`src/rtl/argmax_pkg.sv`:
```
// Shared widths and the candidate record passed between arg-max compare cells.
package argmax_pkg;

    localparam int unsigned DATA_W = 8;
    localparam int unsigned N_IN   = 10;
    localparam int unsigned IDX_W  = 4;

    typedef struct packed {
        logic [IDX_W-1:0]  idx;
        logic [DATA_W-1:0] val;
    } cand_t;

endpackage : argmax_pkg

```
`src/rtl/argmax_cmp2.sv`:
```
// Two-input compare/select cell: keeps the port-a candidate on ties so the lower index wins.
module argmax_cmp2
    import argmax_pkg::*;
(
    input  cand_t a,
    input  cand_t b,
    output cand_t y
);

    assign y = (a.val >= b.val) ? a : b;

endmodule : argmax_cmp2

```
`src/rtl/argmax_struct.sv`:
```
// Registered arg-max over ten unsigned operands, built as a balanced compare tree.
// Optional in_valid/out_valid handshake is enabled by defining ARGMAX_VALID_EN.
module argmax_struct
    import argmax_pkg::*;
(
    input  logic              clk,
    input  logic              rst,
`ifdef ARGMAX_VALID_EN
    input  logic              in_valid,
    output logic              out_valid,
`endif
    input  logic [DATA_W-1:0] x0,
    input  logic [DATA_W-1:0] x1,
    input  logic [DATA_W-1:0] x2,
    input  logic [DATA_W-1:0] x3,
    input  logic [DATA_W-1:0] x4,
    input  logic [DATA_W-1:0] x5,
    input  logic [DATA_W-1:0] x6,
    input  logic [DATA_W-1:0] x7,
    input  logic [DATA_W-1:0] x8,
    input  logic [DATA_W-1:0] x9,
    output logic [IDX_W-1:0]  ind_max,
    output logic [DATA_W-1:0] max_num
);

    logic [DATA_W-1:0] xv [N_IN];
    cand_t leaf [N_IN];
    cand_t l1   [5];
    cand_t l2   [2];
    cand_t l3;
    cand_t l4;
    logic  load_c;

    assign xv[0] = x0;
    assign xv[1] = x1;
    assign xv[2] = x2;
    assign xv[3] = x3;
    assign xv[4] = x4;
    assign xv[5] = x5;
    assign xv[6] = x6;
    assign xv[7] = x7;
    assign xv[8] = x8;
    assign xv[9] = x9;

    // Tag each operand with its own index.
    for (genvar i = 0; i < N_IN; i++) begin : g_leaf
        assign leaf[i] = '{idx: IDX_W'(i), val: xv[i]};
    end

    // Level 1: adjacent pairs, lower index on port a.
    for (genvar j = 0; j < 5; j++) begin : g_l1
        argmax_cmp2 u_cmp (.a(leaf[2*j]), .b(leaf[2*j+1]), .y(l1[j]));
    end

    // Level 2: pair 8/9 bypasses this level.
    argmax_cmp2 u_l2_0 (.a(l1[0]), .b(l1[1]), .y(l2[0]));
    argmax_cmp2 u_l2_1 (.a(l1[2]), .b(l1[3]), .y(l2[1]));

    argmax_cmp2 u_l3   (.a(l2[0]), .b(l2[1]), .y(l3));
    argmax_cmp2 u_l4   (.a(l3),    .b(l1[4]), .y(l4));

`ifdef ARGMAX_VALID_EN
    assign load_c = in_valid;

    always_ff @(posedge clk) begin
        if (rst) begin
            out_valid <= 1'b0;
        end else begin
            out_valid <= in_valid;
        end
    end
`else
    assign load_c = 1'b1;
`endif

    // Output registers: reset clears, otherwise capture the tree result when loading.
    always_ff @(posedge clk) begin
        if (rst) begin
            ind_max <= '0;
            max_num <= '0;
        end else if (load_c) begin
            ind_max <= l4.idx;
            max_num <= l4.val;
        end
    end

endmodule : argmax_struct

```
`config.mk`:
```
export PLATFORM = sky130hd
export DESIGN_NAME = argmax_struct
export DESIGN_NICKNAME = d
export VERILOG_FILES = /design/src/rtl/argmax_pkg.sv /design/src/rtl/argmax_cmp2.sv /design/src/rtl/argmax_struct.sv
export SDC_FILE = /design/constraint.sdc
export NUM_CORES = 1
export LEC_CHECK = 0
export CAP_MARGIN = 20
export CORE_MARGIN = 4
export CORE_UTILIZATION = 35
export DETAILED_ROUTE_END_ITERATION = 7
export SYNTH_ARGS = -nofsm -noshare
export SYNTH_HDL_FRONTEND = slang
export SYNTH_SLANG_ARGS = --single-unit
```
`constraint.sdc`:
```
create_clock -name clk -period 7.6 [get_ports clk]
set_clock_uncertainty 0.1 [all_clocks]
set_input_delay 1.14 -clock clk [delete_from_list [all_inputs] [get_ports clk]]
set_output_delay 1.14 -clock clk [all_outputs]
set_load 0.02 [all_outputs]
```
### Word-level counts from Yosys, hierarchy flattened

Index checks and enable logic that the tools add are counted.

| storage, ports and cells | value |
|---|---|
| bits in registers | 12 |
| latch bits | 0 |
| bits in writable memories | 0 |
| memory bits (read-only) | 0 |
| bits of input ports | 82 |
| output and inout port bits | 12 |
| logic and storage cells | 20 |
| memories | 0 |

| cells by class | value |
|---|---|
| add/subtract/negate cells | 0 |
| multipliers | 0 |
| divide/modulo/power cells | 0 |
| magnitude comparators | 9 |
| eq/ne operators | 0 |
| shift-type cells | 0 |
| mux-type cells | 9 |
| bitwise gates (word level) | 0 |
| reductions and logical operators | 0 |

Operators by type and width:

| cell | number |
|---|---|
| >= comparator 8 bit | 9 |
| two-way mux 9 bit | 5 |
| two-way mux 10 bit | 2 |
| two-way mux 12 bit | 1 |
| two-way mux 11 bit | 1 |

### Depth between registers and ports, before layout

| depth | value |
|---|---|
| depth after elaboration | 8 |
| depth in mapped cells | 36 |

### Cells and area by module

From an unflattened synthesis, not the netlist that was laid out.

| second synthesis, totals | value |
|---|---|
| cells, all modules | 378 |
| area, all modules | 3527.1 um2 |

Modules (own cells, without submodules):

| module | instances | cells an instance | area each (um2) |
|---|---|---|---|
| argmax_cmp2 | 9 | 39 | 350.3 |
| argmax_struct | 1 | 27 | 374.1 |

### Least setup slack after synthesis

No wires, ideal clock.

| timing path | value |
|---|---|
| path type | in2reg |
| from | input port x4[0] |
| to | register max_num[1] |
| setup time | 0.141 ns |
| arrival | 7.976 ns |
| required time | 7.359 ns |
| path slack | -0.617 ns |
| stages on the path | 32 |
| path buffers | 2 |
| path through | inv_1 > ha_1 > nand2b_1 > a2111o_1 > a211oi_4 > mux2_2 > ha_1 > a21o_1 > a21o_1 > a21oi_1 > a21boi_1 > o31ai_4 > nor2_2 > mux2_4 > inv_1 > ha_1 > nand2b_1 > a21o_1 > a21oi_1 > o21ai_1 > o41a_1 > clkbuf_1 > mux2_2 > ha_1 > nand2b_1 > a21o_1 > a21oi_1 > o21ai_1 > a31oi_1 > or3_1 > clkbuf_1 > o221ai_1 |

| on the way | value |
|---|---|
| cells in the longest elaborated chain, start to end | 8 |

Ends and longest elaborated chain:

| item | RTL line | text |
|---|---|---|
| from (decl) | argmax_struct.sv:16 | `input logic [DATA_W-1:0] x4,` |
| >= comparator 8 bit | argmax_cmp2.sv:10 | `assign y = (a.val >= b.val) ? a : b;` |
| two-way mux 9 bit * | argmax_cmp2.sv:10 |  |
| >= comparator 8 bit | argmax_cmp2.sv:10 |  |
| two-way mux 10 bit * | argmax_cmp2.sv:10 |  |
| >= comparator 8 bit | argmax_cmp2.sv:10 |  |
| two-way mux 11 bit * | argmax_cmp2.sv:10 |  |
| >= comparator 8 bit | argmax_cmp2.sv:10 |  |
| two-way mux 12 bit * | argmax_cmp2.sv:10 |  |
| to (signal assigned) | argmax_struct.sv:83 | `max_num <= l4.val;` |
| to (decl) | argmax_struct.sv:23 | `output logic [DATA_W-1:0] max_num` |

Every way passes the cells marked *; elsewhere a longest branch is shown, timed or not.
A chain may end at the register's enable or synchronous reset.

### Final worst setup path

| timing path | value |
|---|---|
| from | input port x5[1] |
| to | register max_num[6] |

| on the way | value |
|---|---|
| cells in the longest elaborated chain, start to end | 8 |

Ends and longest elaborated chain:

| item | RTL line | text |
|---|---|---|
| from (decl) | argmax_struct.sv:17 | `input logic [DATA_W-1:0] x5,` |
| >= comparator 8 bit | argmax_cmp2.sv:10 |  |
| two-way mux 9 bit * | argmax_cmp2.sv:10 |  |
| >= comparator 8 bit | argmax_cmp2.sv:10 |  |
| two-way mux 10 bit * | argmax_cmp2.sv:10 |  |
| >= comparator 8 bit | argmax_cmp2.sv:10 |  |
| two-way mux 11 bit * | argmax_cmp2.sv:10 |  |
| >= comparator 8 bit | argmax_cmp2.sv:10 |  |
| two-way mux 12 bit * | argmax_cmp2.sv:10 |  |

Marked as above.

==> results.py <==
metrics = {
    "worst_hold_path": {
        "holdPathStages": 3,
        "hold_class": "primary input to flip-flop",
        "hp-start": "x8[5]",
        "holdPathEnd": "max_num[5]",
    },
    "routing": {
        "wl_per_cell_um": 13.69,
        "routed_wl_mm": 10.80,
        "num_vias": 4045,
        "viasPerCell": 5.127,
        "drtIter0Drc": 100,
        "drtPass1Iterations": 5,
        "antenna_left": 0,
        "drcViolationCount": 0,
    },
    "power_and_ir_drop": {
        "power_density_mw_per_mm2": 213.5,
        "power.internal_uw": 715.5,
        "switching_power_uw": 544.5,
        "finalPower_uw": 1260,
        "power_leakage_uw": 0.002814,
        "combPwrFrac_pct": 87.1,
        "seqPwrFrac_pct": 7.6,
        "sw_frac_of_total_pct": 43.21,
        "pwr-share-clk_pct": 5.3,
        "vdd_drop_max_v": 0.0001603,
    },
    "final_layout": {
        "fin_nets": 814,
        "fin_area_sq_mm": 0.005901,
        "num_antenna_cells": 0,
        "drive_above_1_share_pct": 31.67,
        "n_fill_cell": 797,
        "seqCellArea_sq_um": 240.2,
        "multiInputGateArea_sq_mm": 0.003445,
        "areaGrowthSynthToFinish_pct": 74.80,
        "utilization_pct": 63.26,
    },
    "floorplanning": {
        "chipWidth_um": 106.2,
        "start_util_pct": 36.19,
        "core_area_sq_mm": 0.009328,
        "die_area_sq_mm": 0.01128,
        "die_h_um": 106.2,
        "io_pins": 94,
        "placementRows": 35,
    },
    "run_status": {
        "outcome": "finished clean",
    },
    "clocking": {
        "clock-sinks": 12,
        "cts_tree": "yes",
        "clk_pin_slew_ns": 0.05,
        "htree_levels": 1,
        "root_buffer": "clkbuf_8",
        "cts_max_path_buffers": 2,
        "cts_made_buffers": 3,
        "cts_hold_buffers": 0,
    },
    "sta": {
        "fin_crit_sh_pct": 97.44,
        "setup_violations": 0,
        "worst_pin_slew_ns": 0.5609,
        "fin_crit_ns": 7.406,
        "worst_slack_ns": 0.1942,
        "slew_viol_final": 0,
        "setup_tns_ns": 0,
        "max_clock_freq_mhz": 135.0,
        "hold_viol": 0,
        "slew_headroom_pct": 61.54,
    },
    "synth": {
        "async_flop_share_pct": 0,
        "syn_avg_cell_area_sq_um": 7.213,
        "synth_area_sq_mm": 0.003376,
        "yosys.cell_count.top_type": "ha_1",
        "synth.distinct_cells": 47,
        "postSynthCellCount": 468,
        "syn-num-nets": 621,
        "yosysTopAreaCellShare_pct": 26.32,
        "synth.ff_latch_count": 12,
        "synth_area_leaders": "ha_1 (26%), dfxtp_1 (7.1%), inv_1 (6.6%)",
        "yosys.area.top_type": "ha_1",
        "synthFlopType": "dfxtp_1",
        "yosysWarnings": 0,
        "ys_top_cells_by_count": "ha_1 (71), inv_1 (59), nand2_1 (49)",
        "synth_edf_count": 0,
        "synth-seq-area-share_pct": 7.116,
    },
    "setup_path": {
        "max_stage_delay_ns": 0.44,
        "cp-end-kind": "flip-flop",
        "crit_slowest_cell": "or3_4",
        "start_kind": "primary input",
        "cp_max_fo": 5,
        "critPathKind": "primary input to flip-flop",
        "crit_start": "x5[1]",
        "cp.required_ns": 7.66,
        "cp_common_cell": "a21o_1",
        "arrival_ns": 7.47,
    },
    "job": {
        "cap_viol_max_count": 0,
    },
    "placed_design": {
        "place.port_buffers": 93,
        "place_area_sq_mm": 0.005151,
        "dp_hpwl_mm": 8.892,
        "globalplace.congestion": 0.8602,
        "dpl_worst_slack_ns": -0.5396,
    },
    "global_route": {
        "grt_overflow_total": 0,
        "grt_pass1_vias": 4004,
        "antenna_found_initial": 0,
        "grt_pass1_wl_mm": 17.53,
        "grt_start_max_net_pins": 19,
        "grt_use_total_pct": 18.04,
    },
}
-- final cells by class --
cell class / count / area share, %
flip-flops and latches: 12 / 4.071
well taps: 129 / 2.735
inverters: 61 / 3.880
multi-input cells: 382 / 58.38
clock buffers: 4 / 0.9330
repair buffers: 201 / 30.00
-- repair_timing --
action | 4_1_cts | 5_1_grt
resized for setup | 44 | 84
cloned | 1 | 0
pin swaps | 21 | 36
setup buffers | 7 | 7
endpoints found under the setup margin | 11 | 12
endpoints found under the hold margin | 0 | 0
-- placed cells by master (no fill, tap or decap), drive strengths merged, types with 12 or more instances in the layout --
cell	count
buf	108
clkdlybuf4s50	80
ha	71
inv	61
nand2	49
a21oi	36
o21ai	28
nor2	21
nor3	19
mux2i	16
nand2b	14
a21o	13
nand3	12
dfxtp	12
-- registers in the layout (all words and copies together) (netlist names) --
| register | count |
|---|---|
| ind_max | 4 |
| max_num | 8 |
-- per-layer routing --
| layer | vias to the layer above | share of wire, % | track usage, % |
|---|---|---|---|
| met5 | - | 0 | 0 |
| met3 | 8 | 5.1 | 1.639 |
| met4 | 0 | 0.74 | 2.868 |
| met2 | 104 | 48 | 32.53 |
| li1 | 2084 | - | - |
| met1 | 1849 | 46 | 23.60 |
-- how the worst max path moves through the flow --
stage                            end  slack (ns)  depth (start not counted)
after floorplan           max_num[7]       0.002                         32
after global placement    max_num[6]       -0.37                         32
after detailed placement  max_num[1]       -0.54                         32
after CTS                 max_num[6]       0.008                         34
after global routing      max_num[6]       -0.05                         33
final                     max_num[6]        0.19                         31
-- metrics by stage --
step | cells | hold slack [ns]
after floorplan | 468 | 1.119
after global placement | 770 | 1.769
after detailed placement | 770 | 1.773
after CTS | 782 | 1.589
after global routing | 789 | 1.631
final | 789 | 1.594
-- power groups by stage --
| stage | Combinational [uW] | Clock [uW] | Sequential [uW] |
|---|---|---|---|
| 2_1_floorplan | 507 | 0 | 125 |
| 3_3_place_gp | 864 | 0 | 96.2 |
| 3_5_place_dp | 883 | 0 | 96.7 |
| 4_1_cts | 998 | 68.5 | 95.5 |
| 5_1_grt | 1200 | 71.1 | 97.1 |
| 6_report | 1100 | 67.0 | 95.3 |
-- cells by family after synthesis --
logic type | Yosys count | share of synthesized area (%)
AND/OR/NAND/NOR | 146 | 21.35
AO/OA/AOI/OAI | 136 | 28.06
buffers and inverters | 75 | 8.340
adder cells (fa/ha/maj) | 72 | 26.61
multiplexers | 27 | 8.525
flip-flops | 12 | 7.116
-- worst max-delay path, delay by kind of cell --
kind / cells / cell delay (ns)
fa+ha+maj: 4 / 0.96
mux: 3 / 1.02
simple gates: 4 / 0.83
compound gates: 16 / 2.97
buf+inv: 4 / 0.54
Note: power is estimated with default switching activity, not from simulation.
==> edit (config.mk and constraints unchanged) <==
Set the package constant `DATA_W` to 10 (it was 8).
--- a/src/rtl/argmax_pkg.sv
+++ b/src/rtl/argmax_pkg.sv
@@ -1,7 +1,7 @@
 // Shared widths and the candidate record passed between arg-max compare cells.
 package argmax_pkg;
 
-    localparam int unsigned DATA_W = 8;
+    localparam int unsigned DATA_W = 10;
     localparam int unsigned N_IN   = 10;
     localparam int unsigned IDX_W  = 4;
 
Interface: changed (11 resized); port bits go from 94 to 116. No check against the original RTL was run, so the function may have changed too.
==> edit against the unedited design <==
Sequential cell count is 2 higher; non-clock buffer count up 51; sequential power grew 18%; power rose by 17%; core utilization increased by 4.9 points; setup slack gained 0.012 ns; critical endpoint is now ind_max[0]; fmax up 0.16%; cell count rose by 8.0%; area after synthesis up 13%; wire length up 24%; cell area is 21% higher; die area up 12%.
==> edit: results (changes against the unedited design) <==
The count of buffers inserted at the top-level ports is 115 (was 93), and the final cell count without fillers is 852 (was 789). The tools report the count of TritonRoute iterations in the first routing pass as 4 (was 5). The maximum count of clock buffers along a single path is 2 (unchanged). The largest fanout on the critical path is 5 (unchanged).

The tools report the number of antenna diodes as 0 (unchanged). The async set or reset register ratio after synthesis works out to 0% (unchanged). The detailed-route wire length per cell is 15.7 um (was 13.7 um). The proportion of synthesized chip area in sequential cells was 7.38% (was 7.12%).

Top Registers: max_num: 10 flops, ind_max: 4 flops (was max_num: 8 flops, ind_max: 4 flops). The fraction of power spent switching nets is 42.7% (was 43.2%), and the via count normalized by instance count is 5.12 (was 5.13). The maximum single-stage delay on the critical path is 0.46 ns (was 0.44 ns), and the clock transition at the registers of the reported paths is 0.06 ns. Number of library cell types mapped by synthesis: 58 (was 47).

For the maximum number of pins on one net before global-route repair, the log shows 11 (was 19). The tools report the cell count after synthesis as 470 (was 468). The run gives 661 (was 621) as the net count after synthesis. The post-detailed-placement cell area came out at 0.00594 sq mm (was 0.00515 sq mm). The logs give 4,439 (was 4,004) for the number of global-route vias before repair and 113 (was 100) for the DRC marker count from the first detailed-route iteration. The CTS root buffer is clkbuf_8 (unchanged). The share of post-route cells with drive strength above 1 was 41.2% (was 31.7%). The slew at the pin closest to its max-slew limit was 0.798 ns (was 0.561 ns). Leading post-synthesis cells by cell area: ha_1, inv_1, dfxtp_1, mux2i_1, mux2_2 (was ha_1, dfxtp_1, inv_1, nand2_1, a21oi_1). The run gives 0 (unchanged) as the count of warnings emitted by yosys. Clock network fraction of total power: 4.9% (was 5.3%). The cell with the biggest individual delay on the critical path was clkdlybuf4s50_1 (was or3_4).

The tools report the number of placed cells counting well taps as 827 (was 770). Number of storage elements in the synthesis netlist: 14 (was 12). The run gives -0.691 ns (was -0.540 ns) as the post-place setup slack. Class of the tightest hold or removal check: input pin to flip-flop (unchanged). The deepest level of the CTS H-tree is 1 (unchanged), and the global-route wire length before repair is 19.6 mm (was 17.5 mm).

The run gives 908 (was 814) as the count of nets after finishing. The run gives 3 (unchanged) as the number of CTS-inserted buffers. The run gives 842 uW (was 715 uW) as the internal power summed over all cells. The tools report the arrival time of data at the critical path endpoint as 7.40 ns (was 7.47 ns). The tools report the global routing usage summed across all routing layers as 18.2% (was 18.0%). The dominant synthesized flop cell is dfxtp_1 (unchanged).

The maximum vdd ir drop is 0.000205 V (was 0.000160 V). The combinational share of power was 87.4% (was 87.1%). The run finished with clean final reports.

The number of antenna violations at the first check in global routing was 0 (unchanged). The tools report the routability congestion estimate from global placement as 0.869 (was 0.860). The tools report the half-perimeter wire length after placement as 10.4 mm (was 8.89 mm). For the static leakage, the log shows 0.00373 uW (was 0.00281 uW). Commonest cells in the synthesized netlist: ha_1, inv_1, a21oi_1 (was ha_1, inv_1, nand2_1).
edit: cell count changes after synthesis, sizes merged, moves of 9 or more:
cell | before | now
a2111oi | 10 | 1
ha | 71 | 89
buf | 0 | 9
mux2 | 11 | 29
mux2i | 16 | 28
clkbuf | 14 | 1
nand2 | 49 | 18
nor3 | 19 | 6
a21o | 13 | 24
nor2b | 11 | 2
inv | 61 | 85
edit: logic make-up after synthesis:
| logic type | Yosys count | share of synthesized area (%) |
|---|---|---|
| buf+inv | 95 | 9.95 |
| flops | 14 | 7.38 |
| simple gates | 90 | 12.3 |
| fa+ha+maj | 89 | 29.3 |
| compound gates | 125 | 24.4 |
| mux | 57 | 16.7 |
edit: critical path: cells and delay by family:
kind	cells	cell delay, ns
fa+ha+maj	4	0.99
compound gates	16	2.65
simple gates	7	0.80
buf+inv	6	0.95
mux	3	0.86
edit: worst paths after layout:
check	start	to	slack (ns)	cells after the start
worst min-delay path	x3[1]	max_num[1]	1.55	6
worst max-delay path	x7[3]	ind_max[0]	0.21	36
edit: timing repair:
item | in CTS | in global routing
buffers inserted | 10 | 13
endpoints found under the setup margin | 14 | 14
hold endpoints to repair | 0 | 0
pin swaps | 24 | 66
gates resized for setup | 48 | 154
edit: layout make-up:
| cell class | count | area, sq um |
|---|---|---|
| multi-input combinational | 361 | 3940 |
| fill | 802 | 3330 |
| timing repair buffer | 252 | 2370 |
| inverter | 85 | 319 |
| sequential | 14 | 280 |
| tap | 136 | 170 |
| clock buffer | 4 | 55.1 |
edit: metal layers:
metal	up-vias	GRT usage, %	wire (um)
met5	-	0	0
met2	103	35.9	7160
met3	22	2.37	488
met4	0	1.28	191
met1	2048	21.6	5530
li1	2188	-	-
